--- config.mk ---
export PLATFORM = sky130hd
export DESIGN_NAME = vram_arbiter
export DESIGN_NICKNAME = d
export VERILOG_FILES = /design/src/rtl/vram_arb_pkg.sv /design/src/rtl/rr_pick.sv /design/src/rtl/vram_arbiter.sv
export SDC_FILE = /design/constraint.sdc
export NUM_CORES = 1
export LEC_CHECK = 0
export CORE_UTILIZATION = 38
export DETAILED_ROUTE_END_ITERATION = 8
export PLACE_DENSITY = 0.92
export SLEW_MARGIN = 30
export SYNTH_ARGS = -nofsm -noshare
export SYNTH_HDL_FRONTEND = slang
export SYNTH_SLANG_ARGS = --single-unit
--- constraint.sdc ---
create_clock -name clk -period 2.7 [get_ports clk]
set_input_delay 0.81 -clock clk [delete_from_list [all_inputs] [get_ports clk]]
set_output_delay 0.81 -clock clk [all_outputs]
set_load 0.01 [all_outputs]
--- src/rtl/vram_arb_pkg.sv ---
// vram_arb_pkg: shared widths and FSM encoding for the VRAM arbiter.
package vram_arb_pkg;
    localparam int DMA_ADDR_W = 16;
    localparam int DATA_W     = 8;
    typedef enum logic [2:0] {
        ST_IDLE,
        ST_HOLD,
        ST_ADDR,
        ST_WAIT,
        ST_ACK,
        ST_REL,
        ST_SLOT
    } state_t;
endpackage

--- src/rtl/rr_pick.sv ---
// rr_pick: combinational round-robin priority encoder; the first request at or
// after ptr_i (wrapping) wins.
module rr_pick #(
    parameter int NREQ = 2,
    parameter int IW   = (NREQ > 1) ? $clog2(NREQ) : 1
) (
    input  logic [NREQ-1:0] req_i,
    input  logic [IW-1:0]   ptr_i,
    output logic [NREQ-1:0] gnt_o,
    output logic [IW-1:0]   idx_o,
    output logic            any_o
);
    logic [IW-1:0] j;
    // Walk from the farthest offset back to the pointer so the nearest request wins last.
    always_comb begin
        gnt_o = '0;
        idx_o = '0;
        j     = '0;
        for (int k = NREQ - 1; k >= 0; k--) begin
            j = IW'((int'(ptr_i) + k) % NREQ);
            if (req_i[j]) begin
                gnt_o    = '0;
                gnt_o[j] = 1'b1;
                idx_o    = j;
            end
        end
    end
    assign any_o = |req_i;
endmodule

--- src/rtl/vram_arbiter.sv ---
// vram_arbiter: shares the 64K video/system RAM between the CPU and NREQ DMA
// read requesters, stalling the CPU via cpu_hold and rotating DMA ownership.
module vram_arbiter
    import vram_arb_pkg::*;
#(
    parameter int NREQ       = 2,
    parameter int HOLD_SETUP = 1,
    parameter int MEM_LAT    = 1,
    parameter int MAX_BURST  = 16,
    parameter int CPU_SLOT   = 4
) (
    input  logic                         clk,
    input  logic                         rst,
    input  logic [DMA_ADDR_W-1:0]        cpu_addr,
    input  logic [DATA_W-1:0]            cpu_dout,
    input  logic                         cpu_rw,
    input  logic                         cpu_vma,
    output logic                         cpu_hold,
    output logic [DATA_W-1:0]            cpu_din,
    input  logic [NREQ-1:0]              dma_req,
    input  logic [DMA_ADDR_W*NREQ-1:0]   dma_addr,
    output logic [NREQ-1:0]              dma_gnt,
    output logic [NREQ-1:0]              dma_ack,
    output logic [DATA_W-1:0]            dma_rdata,
    output logic [DMA_ADDR_W-1:0]        mem_addr,
    output logic [DATA_W-1:0]            mem_dout,
    input  logic [DATA_W-1:0]            mem_din,
    output logic                         mem_cs,
    output logic                         mem_we
);
    localparam int IW   = (NREQ > 1) ? $clog2(NREQ) : 1;
    localparam int LMAX = (HOLD_SETUP > MEM_LAT) ? HOLD_SETUP : MEM_LAT;
    localparam int LW   = (LMAX > 0) ? $clog2(LMAX + 1) : 1;
    localparam int SW   = $clog2(CPU_SLOT + 1);

    state_t            st_q, st_d;
    logic [IW-1:0]     w_q, w_d, rr_q, rr_d, rr_nxt, pick_ptr, pick_idx;
    logic [NREQ-1:0]   gnt_q, gnt_d, pick_gnt;
    logic [DATA_W-1:0] rdata_q, rdata_d;
    logic [7:0]        burst_q, burst_d, burst_inc;
    logic [LW-1:0]     lat_q, lat_d;
    logic [SW-1:0]     slot_q, slot_d;
    logic              pick_any, dma_own;
    logic [DMA_ADDR_W-1:0] addr_a [NREQ];

    for (genvar g = 0; g < NREQ; g++) begin : g_addr
        assign addr_a[g] = dma_addr[g*DMA_ADDR_W +: DMA_ADDR_W];
    end

    // In REL the pointer has not been written yet, so arbitrate with its next value.
    assign rr_nxt    = (w_q == IW'(NREQ - 1)) ? '0 : w_q + 1'b1;
    assign pick_ptr  = (st_q == ST_REL) ? rr_nxt : rr_q;
    assign burst_inc = (burst_q == 8'(MAX_BURST)) ? burst_q : burst_q + 8'd1;

    rr_pick #(.NREQ(NREQ), .IW(IW)) u_pick (
        .req_i (dma_req),
        .ptr_i (pick_ptr),
        .gnt_o (pick_gnt),
        .idx_o (pick_idx),
        .any_o (pick_any)
    );

    always_comb begin
        st_d    = st_q;
        w_d     = w_q;
        rr_d    = rr_q;
        gnt_d   = gnt_q;
        rdata_d = rdata_q;
        burst_d = burst_q;
        lat_d   = lat_q;
        slot_d  = slot_q;
        case (st_q)
            ST_IDLE: if (pick_any) begin
                st_d  = ST_HOLD;
                w_d   = pick_idx;
                gnt_d = pick_gnt;
                lat_d = '0;
            end
            ST_HOLD: begin
                st_d  = (lat_q == LW'(HOLD_SETUP)) ? ST_ADDR : ST_HOLD;
                lat_d = (lat_q == LW'(HOLD_SETUP)) ? lat_q : lat_q + 1'b1;
            end
            ST_ADDR: begin
                st_d  = ST_WAIT;
                lat_d = LW'(1);
            end
            ST_WAIT: if (lat_q == LW'(MEM_LAT)) begin
                st_d    = ST_ACK;
                rdata_d = mem_din;
            end else begin
                lat_d = lat_q + 1'b1;
            end
            ST_ACK: begin
                burst_d = burst_inc;
                st_d    = (dma_req[w_q] && burst_inc < 8'(MAX_BURST)) ? ST_ADDR : ST_REL;
            end
            ST_REL: begin
                burst_d = '0;
                rr_d    = rr_nxt;
                gnt_d   = '0;
                if (burst_q == 8'(MAX_BURST) && cpu_vma) begin
                    st_d   = ST_SLOT;
                    slot_d = SW'(1);
                end else if (pick_any) begin
                    st_d  = ST_HOLD;
                    w_d   = pick_idx;
                    gnt_d = pick_gnt;
                    lat_d = LW'(HOLD_SETUP);
                end else begin
                    st_d = ST_IDLE;
                end
            end
            ST_SLOT: begin
                st_d   = (slot_q == SW'(CPU_SLOT)) ? ST_IDLE : ST_SLOT;
                slot_d = slot_q + 1'b1;
            end
            default: st_d = ST_IDLE;
        endcase
    end

    always_ff @(posedge clk) begin
        if (!rst) begin
            st_q    <= ST_IDLE;
            w_q     <= '0;
            rr_q    <= '0;
            gnt_q   <= '0;
            rdata_q <= '0;
            burst_q <= '0;
            lat_q   <= '0;
            slot_q  <= '0;
        end else begin
            st_q    <= st_d;
            w_q     <= w_d;
            rr_q    <= rr_d;
            gnt_q   <= gnt_d;
            rdata_q <= rdata_d;
            burst_q <= burst_d;
            lat_q   <= lat_d;
            slot_q  <= slot_d;
        end
    end

    assign dma_own   = st_q inside {ST_HOLD, ST_ADDR, ST_WAIT, ST_ACK, ST_REL};
    assign cpu_hold  = dma_own;
    assign cpu_din   = mem_din;
    assign mem_dout  = cpu_dout;
    assign mem_addr  = dma_own ? addr_a[w_q] : cpu_addr;
    assign mem_cs    = dma_own ? (st_q == ST_ADDR || st_q == ST_WAIT) : cpu_vma;
    assign mem_we    = ~dma_own & cpu_vma & ~cpu_rw;
    assign dma_gnt   = gnt_q;
    assign dma_ack   = (st_q == ST_ACK) ? gnt_q : '0;
    assign dma_rdata = rdata_q;
endmodule

* Word level (Yosys, flattened, before mapping) *
Index checks and enable logic that the tools add are counted.

word-level totals
  flip-flop bits (word level) = 27
  input port bits = 70
  output and inout port bits = 47
  word-level logic and storage cells = 103

cells by class
  add/sub/neg operators = 5
  magnitude comparators = 7
  equal/unequal tests = 13
  mux-type cells = 46
  bitwise operators = 5
  reductions and logical operators = 19

operators by type and width
  operator                                                               number
  16-bit two-way mux                                                     4
  3-bit case mux with 7 select lines                                     1
  1-bit two-way mux                                                      20
  3-bit two-way mux                                                      6
  8-bit case mux with 2 select lines                                     1
  2-bit two-way mux                                                      7
  3-bit == test (second input constant)                                  4
  2-bit AND reduction                                                    5
  8-bit by 1-bit adder with 8-bit output (second input constant)         1
  8-bit by 5-bit == test with 1-bit output (second input constant)       1
  8-bit by 5-bit < comparator with 1-bit output (second input constant)  1
  8-bit two-way mux                                                      1
  2-bit != test (second input constant)                                  4
  3-bit by 2-bit == test with 1-bit output (second input constant)       2
  1-bit by 2-bit < comparator with 1-bit output (second input constant)  3
  3-bit case mux with 2 select lines                                     1
  2-bit nonzero test                                                     3
  5-bit nonzero test                                                     1
  1-bit logical AND                                                      4
  1-bit case mux with 4 select lines                                     1
  2-bit case mux with 2 select lines                                     1
  4-bit AND reduction                                                    1
  4-bit nonzero test                                                     1
  2-bit OR reduction                                                     2
  other kinds (13)                                                       19

* Longest topological paths before layout *
  depth after elaboration = 13
  gate-level depth with buffers = 6
  mapped depth without buffers = 6

* Modules after synthesis *
From an unflattened synthesis, not the netlist that was laid out.

second synthesis, totals
  cells, all modules = 262
  area, all modules = 1935.6 um^2

modules (own cells, without submodules)
  module        times used  cells each  area an instance (um^2)  sequential area each (um^2)
  vram_arbiter  1           257         1903.1                   540.5
  rr_pick       1           5           32.5                     0.0

* Worst setup path before layout *
No wires, ideal clock.

  path type = flip-flop to output port
  start = reg st_q[1]
  end = out mem_we
  arrival time = 1.492 ns
  required time = 1.890 ns
  setup slack = 0.398 ns
  stages on the path, launching flop included = 6
  buffers on the path = 2
  path through = dfxtp_1 -> buf_2 -> or3_1 -> a21boi_1 -> clkbuf_1 -> nor3b_1

on the way
  longest elaborated chain between the ends = 5
  elaborated cells between the ends (all ways) = 9
  those cells by class = 5 x eq/ne; 3 x bitwise; 1 x reduce/logical

RTL lines
  item                                                              line                 text
  from (decl)                                                       vram_arbiter.sv:36   state_t st_q, st_d;
  from (signal assigned)                                            vram_arbiter.sv:132  st_q <= st_d;
  3-bit by 1-bit == test with 1-bit output (tied with other cells)  vram_arbiter.sv:143  assign dma_own = st_q inside {ST_HOLD, ST_ADDR, ST_WAIT, ST_ACK, ST_REL};
  5-bit nonzero test (*)                                            vram_arbiter.sv:143
  1-bit inverter (*)                                                vram_arbiter.sv:149  assign mem_we = ~dma_own & cpu_vma & ~cpu_rw;
  1-bit AND (*) (2 in series)                                       vram_arbiter.sv:149
  to (decl)                                                         vram_arbiter.sv:29   output logic mem_we

Mark *: on every way between the ends. The rest lies on a longest branch, timed or not.

* Worst setup path in the final report *
  start = in mem_din[7]
  end = out cpu_din[7]

RTL lines
  item         line                text
  from (decl)  vram_arbiter.sv:27  input logic [DATA_W-1:0] mem_din,
  to (decl)    vram_arbiter.sv:19  output logic [DATA_W-1:0] cpu_din,

No word-level cell between the ends.

==> results.py <==
metrics = {
    "outcome": {
        "status": "finished clean",
    },
    "critical_path": {
        "rrSetupSlack_ns": 0.91,
        "cp_num_cells": 2,
        "critPathCaptureType": "output pin",
        "cp_max_fo": 2,
        "startpoint": "mem_din[7]",
        "crit_path_end": "cpu_din[7]",
        "worst_ep_arrival_time_ns": 1.83,
        "worstPathRequired_ns": 1.89,
        "critPathSlowestCell": "clkdlybuf4s50_1",
        "path_cells": "clkdlybuf4s50_1 -> clkdlybuf4s50_1",
        "critPathKind": "primary input to output pin",
        "worst-r2r-cell-count": 5,
        "regToRegEndpoint": "burst_q[0]",
        "worst_path_largest_cell_delay_ns": 0.54,
        "path_common_cell": "clkdlybuf4s50_1",
        "cp_top_family": "buffers and inverters",
        "r2r_start": "st_q[2]",
        "startpoint_type": "primary input",
        "worst-path-buf-inv": 2,
    },
    "pwr": {
        "power_leakage_uw": 0.00113,
        "ir_worst_vdd_mv": 0.221,
        "powerDensity_nw_per_um2": 432,
        "power_uw": 1290,
    },
    "placement": {
        "dp.final_hpwl_um": 4220,
        "dp_slack_ns": -0.253,
        "gp_congestion": 0.885,
        "io_buffers": 100,
    },
    "logic_synthesis": {
        "synth.area.top_cells": "dfxtp_1 27%, a21oi_1 9.1%, mux2i_1 9.1%",
        "synth_edf_count": 0,
        "yosysWarnings": 0,
        "ys_seq_elements": 27,
        "synth.area.mux_share_pct": 9.68,
        "yosysTopAreaCellShare_pct": 27.3,
        "synth_fa_ha_area_share_pct": 2.53,
        "synth_top_area_cell": "dfxtp_1",
        "synth_compound_area_share_pct": 21.4,
        "ys_types": 50,
        "syn-instance-count": 263,
        "ys_seq_area_share_pct": 27.3,
        "syn-cell-area_um2": 1980,
        "synth_commonest_cells": "36 x a21oi_1, 34 x nand2_1, 29 x nor2_1, 27 x dfxtp_1, 18 x mux2i_1",
        "yosys.area_share.simple_pct": 25.4,
        "synth.most_common_cell": "a21oi_1",
        "synth_top_family_by_area": "simple AND/OR/NAND/NOR gates",
        "avgSynthCellArea_um2": 7.52,
        "synthArstFlopShare_pct": 0,
        "synth_xor_area_share_pct": 2.21,
        "synth_nets": 337,
        "synth_flop_cell": "dfxtp_1",
    },
    "grt": {
        "grt_usage_pct": 20.6,
        "grt.overflow.total": 0,
        "grt_pass1_wl_um": 8840,
        "grt_pass1_vias": 2014,
        "grt_start_max_net_pins": 28,
        "antenna_found_initial": 0,
    },
    "finish": {
        "multi_input_area_um2": 1230,
        "drive_gt1_share_pct": 7.29,
        "postLayoutCoreUtil_pct": 61.4,
        "regArea_um2": 541,
        "diodes": 0,
        "nets": 418,
        "syn_to_final_growth_pct": 51.4,
        "fillers": 426,
    },
    "floorplan": {
        "start_util_pct": 40.5,
        "die_area_um2": 5500,
        "core.rowCount": 25,
        "die_w_um": 74.2,
        "core-area_um2": 4880,
        "die_h_um": 74.2,
        "pin_count": 117,
    },
    "timing": {
        "setup_viol": 0,
        "worstMarginPinSlew_ns": 0.497,
        "min_period_ns": 2.64,
        "setup_ws_ns": 0.0632,
        "maxSlewViolCount": 0,
        "finalHoldViolations": 0,
        "slew_headroom_pct": 66.6,
        "skew_ns": 0.00480,
        "max_freq_ghz": 0.379,
        "period_share_pct": 97.7,
    },
    "clocking": {
        "cts-root-buf": "clkbuf_8",
        "htreeDepth": 1,
        "numCtsBuffers": 3,
        "cts.sinks": 27,
        "cts_hold_buf": 0,
        "cts_tree": "yes",
        "clk_path_buf_depth": 2,
        "insertion_delay_ns": 0.27,
        "clk_pin_slew_ns": 0.10,
    },
    "worst_hold_path": {
        "hold_class": "flip-flop to flip-flop",
    },
    "drt": {
        "wl_um": 5430,
        "ant_nets": 0,
        "dr.first_iter.drc_count": 86,
        "post_drt_wl_per_cell_um": 13.2,
        "drt-vias-per-instance": 5.16,
        "via_count": 2114,
        "drc_errors": 0,
        "firstDrtPassIters": 4,
    },
    "flow_run": {
        "cap_violations": 0,
    },
}
[state kept, by name, summed over array words and instances, names as in the netlist]
register and count:
burst_q 8, dma_rdata 8, slot_q 3, st_q 3
dma_gnt 2, lat_q 1, rr_q 1, w_q 1
[cells in the final DEF (no fill, tap or decap), types with 2 or more instances in the layout]
| master | Yosys | routed |
|---|---|---|
| a311oi_1 | 2 | 2 |
| clkbuf_8 | 0 | 3 |
| and2_1 | 5 | 5 |
| buf_4 | 16 | 8 |
| o211ai_1 | 3 | 3 |
| dfxtp_1 | 27 | 27 |
| clkdlybuf4s15_1 | 0 | 2 |
| nand4_1 | 4 | 4 |
| xnor2_1 | 2 | 2 |
| nand2_1 | 34 | 34 |
| a21oi_1 | 36 | 36 |
| and3b_1 | 2 | 2 |
| dlygate4sd2_1 | 0 | 15 |
| inv_1 | 8 | 8 |
| nor2b_1 | 3 | 3 |
| clkdlybuf4s50_1 | 0 | 81 |
| mux2i_1 | 18 | 18 |
| o21a_1 | 2 | 2 |
| nor2_1 | 29 | 28 |
| and3_1 | 2 | 2 |
| nand3b_1 | 7 | 7 |
| o21ai_0 | 7 | 7 |
| o2bb2ai_1 | 2 | 2 |
| nor3_1 | 2 | 2 |
| a31oi_1 | 2 | 2 |
| xor2_1 | 3 | 3 |
| ha_1 | 4 | 4 |
[per-layer routing]
metal	wire, um	part of all wire, %	track usage, %
met4	73	1.3	6.20
met2	2870	53	38.3
met3	370	6.8	4.47
met5	0	0	0
met1	2120	39	23.3
[cell families after synthesis]
logic type,after synthesis
simple gates,99
compound gates,67
buf+inv,42
flops,27
mux,19
xor+xnor,5
fa+ha+maj,4
[through the flow]
stage	hold slack, ns	instance area [um^2]	setup TNS [ns]	std cells
2_1_floorplan	0.481	1980	0	263
3_3_place_gp	0.442	2950	-3.00	406
3_5_place_dp	0.448	2950	-3.30	406
4_1_cts	0.462	2990	0	410
5_1_grt	0.482	2990	-0.000324	410
6_report	0.459	2990	0	410
[worst min-delay path by stage]
stage	from	endpoint	cells past startpoint	slack [ns]
after global placement	dma_rdata[5]	dma_rdata[5]	2	0.44
after detailed placement	dma_rdata[5]	dma_rdata[5]	2	0.45
after CTS	dma_rdata[5]	dma_rdata[5]	2	0.46
after floorplan	dma_rdata[0]	dma_rdata[0]	2	0.48
after global routing	dma_rdata[5]	dma_rdata[5]	2	0.48
final	dma_rdata[5]	dma_rdata[5]	2	0.46
[timing repair]
action	CTS	global route
endpoints found under the setup margin	20	16
resized for setup	19	8
setup buffers	0	0
[area by class of cell]
class	instances	area share, %
Sequential cell	27	18.1
Clock inverter	1	0.251
Multi-Input combinational cell	194	41.0
Tap cell	67	2.80
Timing Repair Buffer	109	35.4
Inverter	9	1.13
Clock buffer	3	1.38
[report_power, final]
part           leakage, uW  internal (uW)  switching, uW  total (uW)
Sequential        0.000219            417           13.0         430
Clock            0.0000217            105            129         234
Combinational     0.000889            327            303         630
Total              0.00113            849            445        1290
No activity file was read; power rests on OpenSTA's default activity.
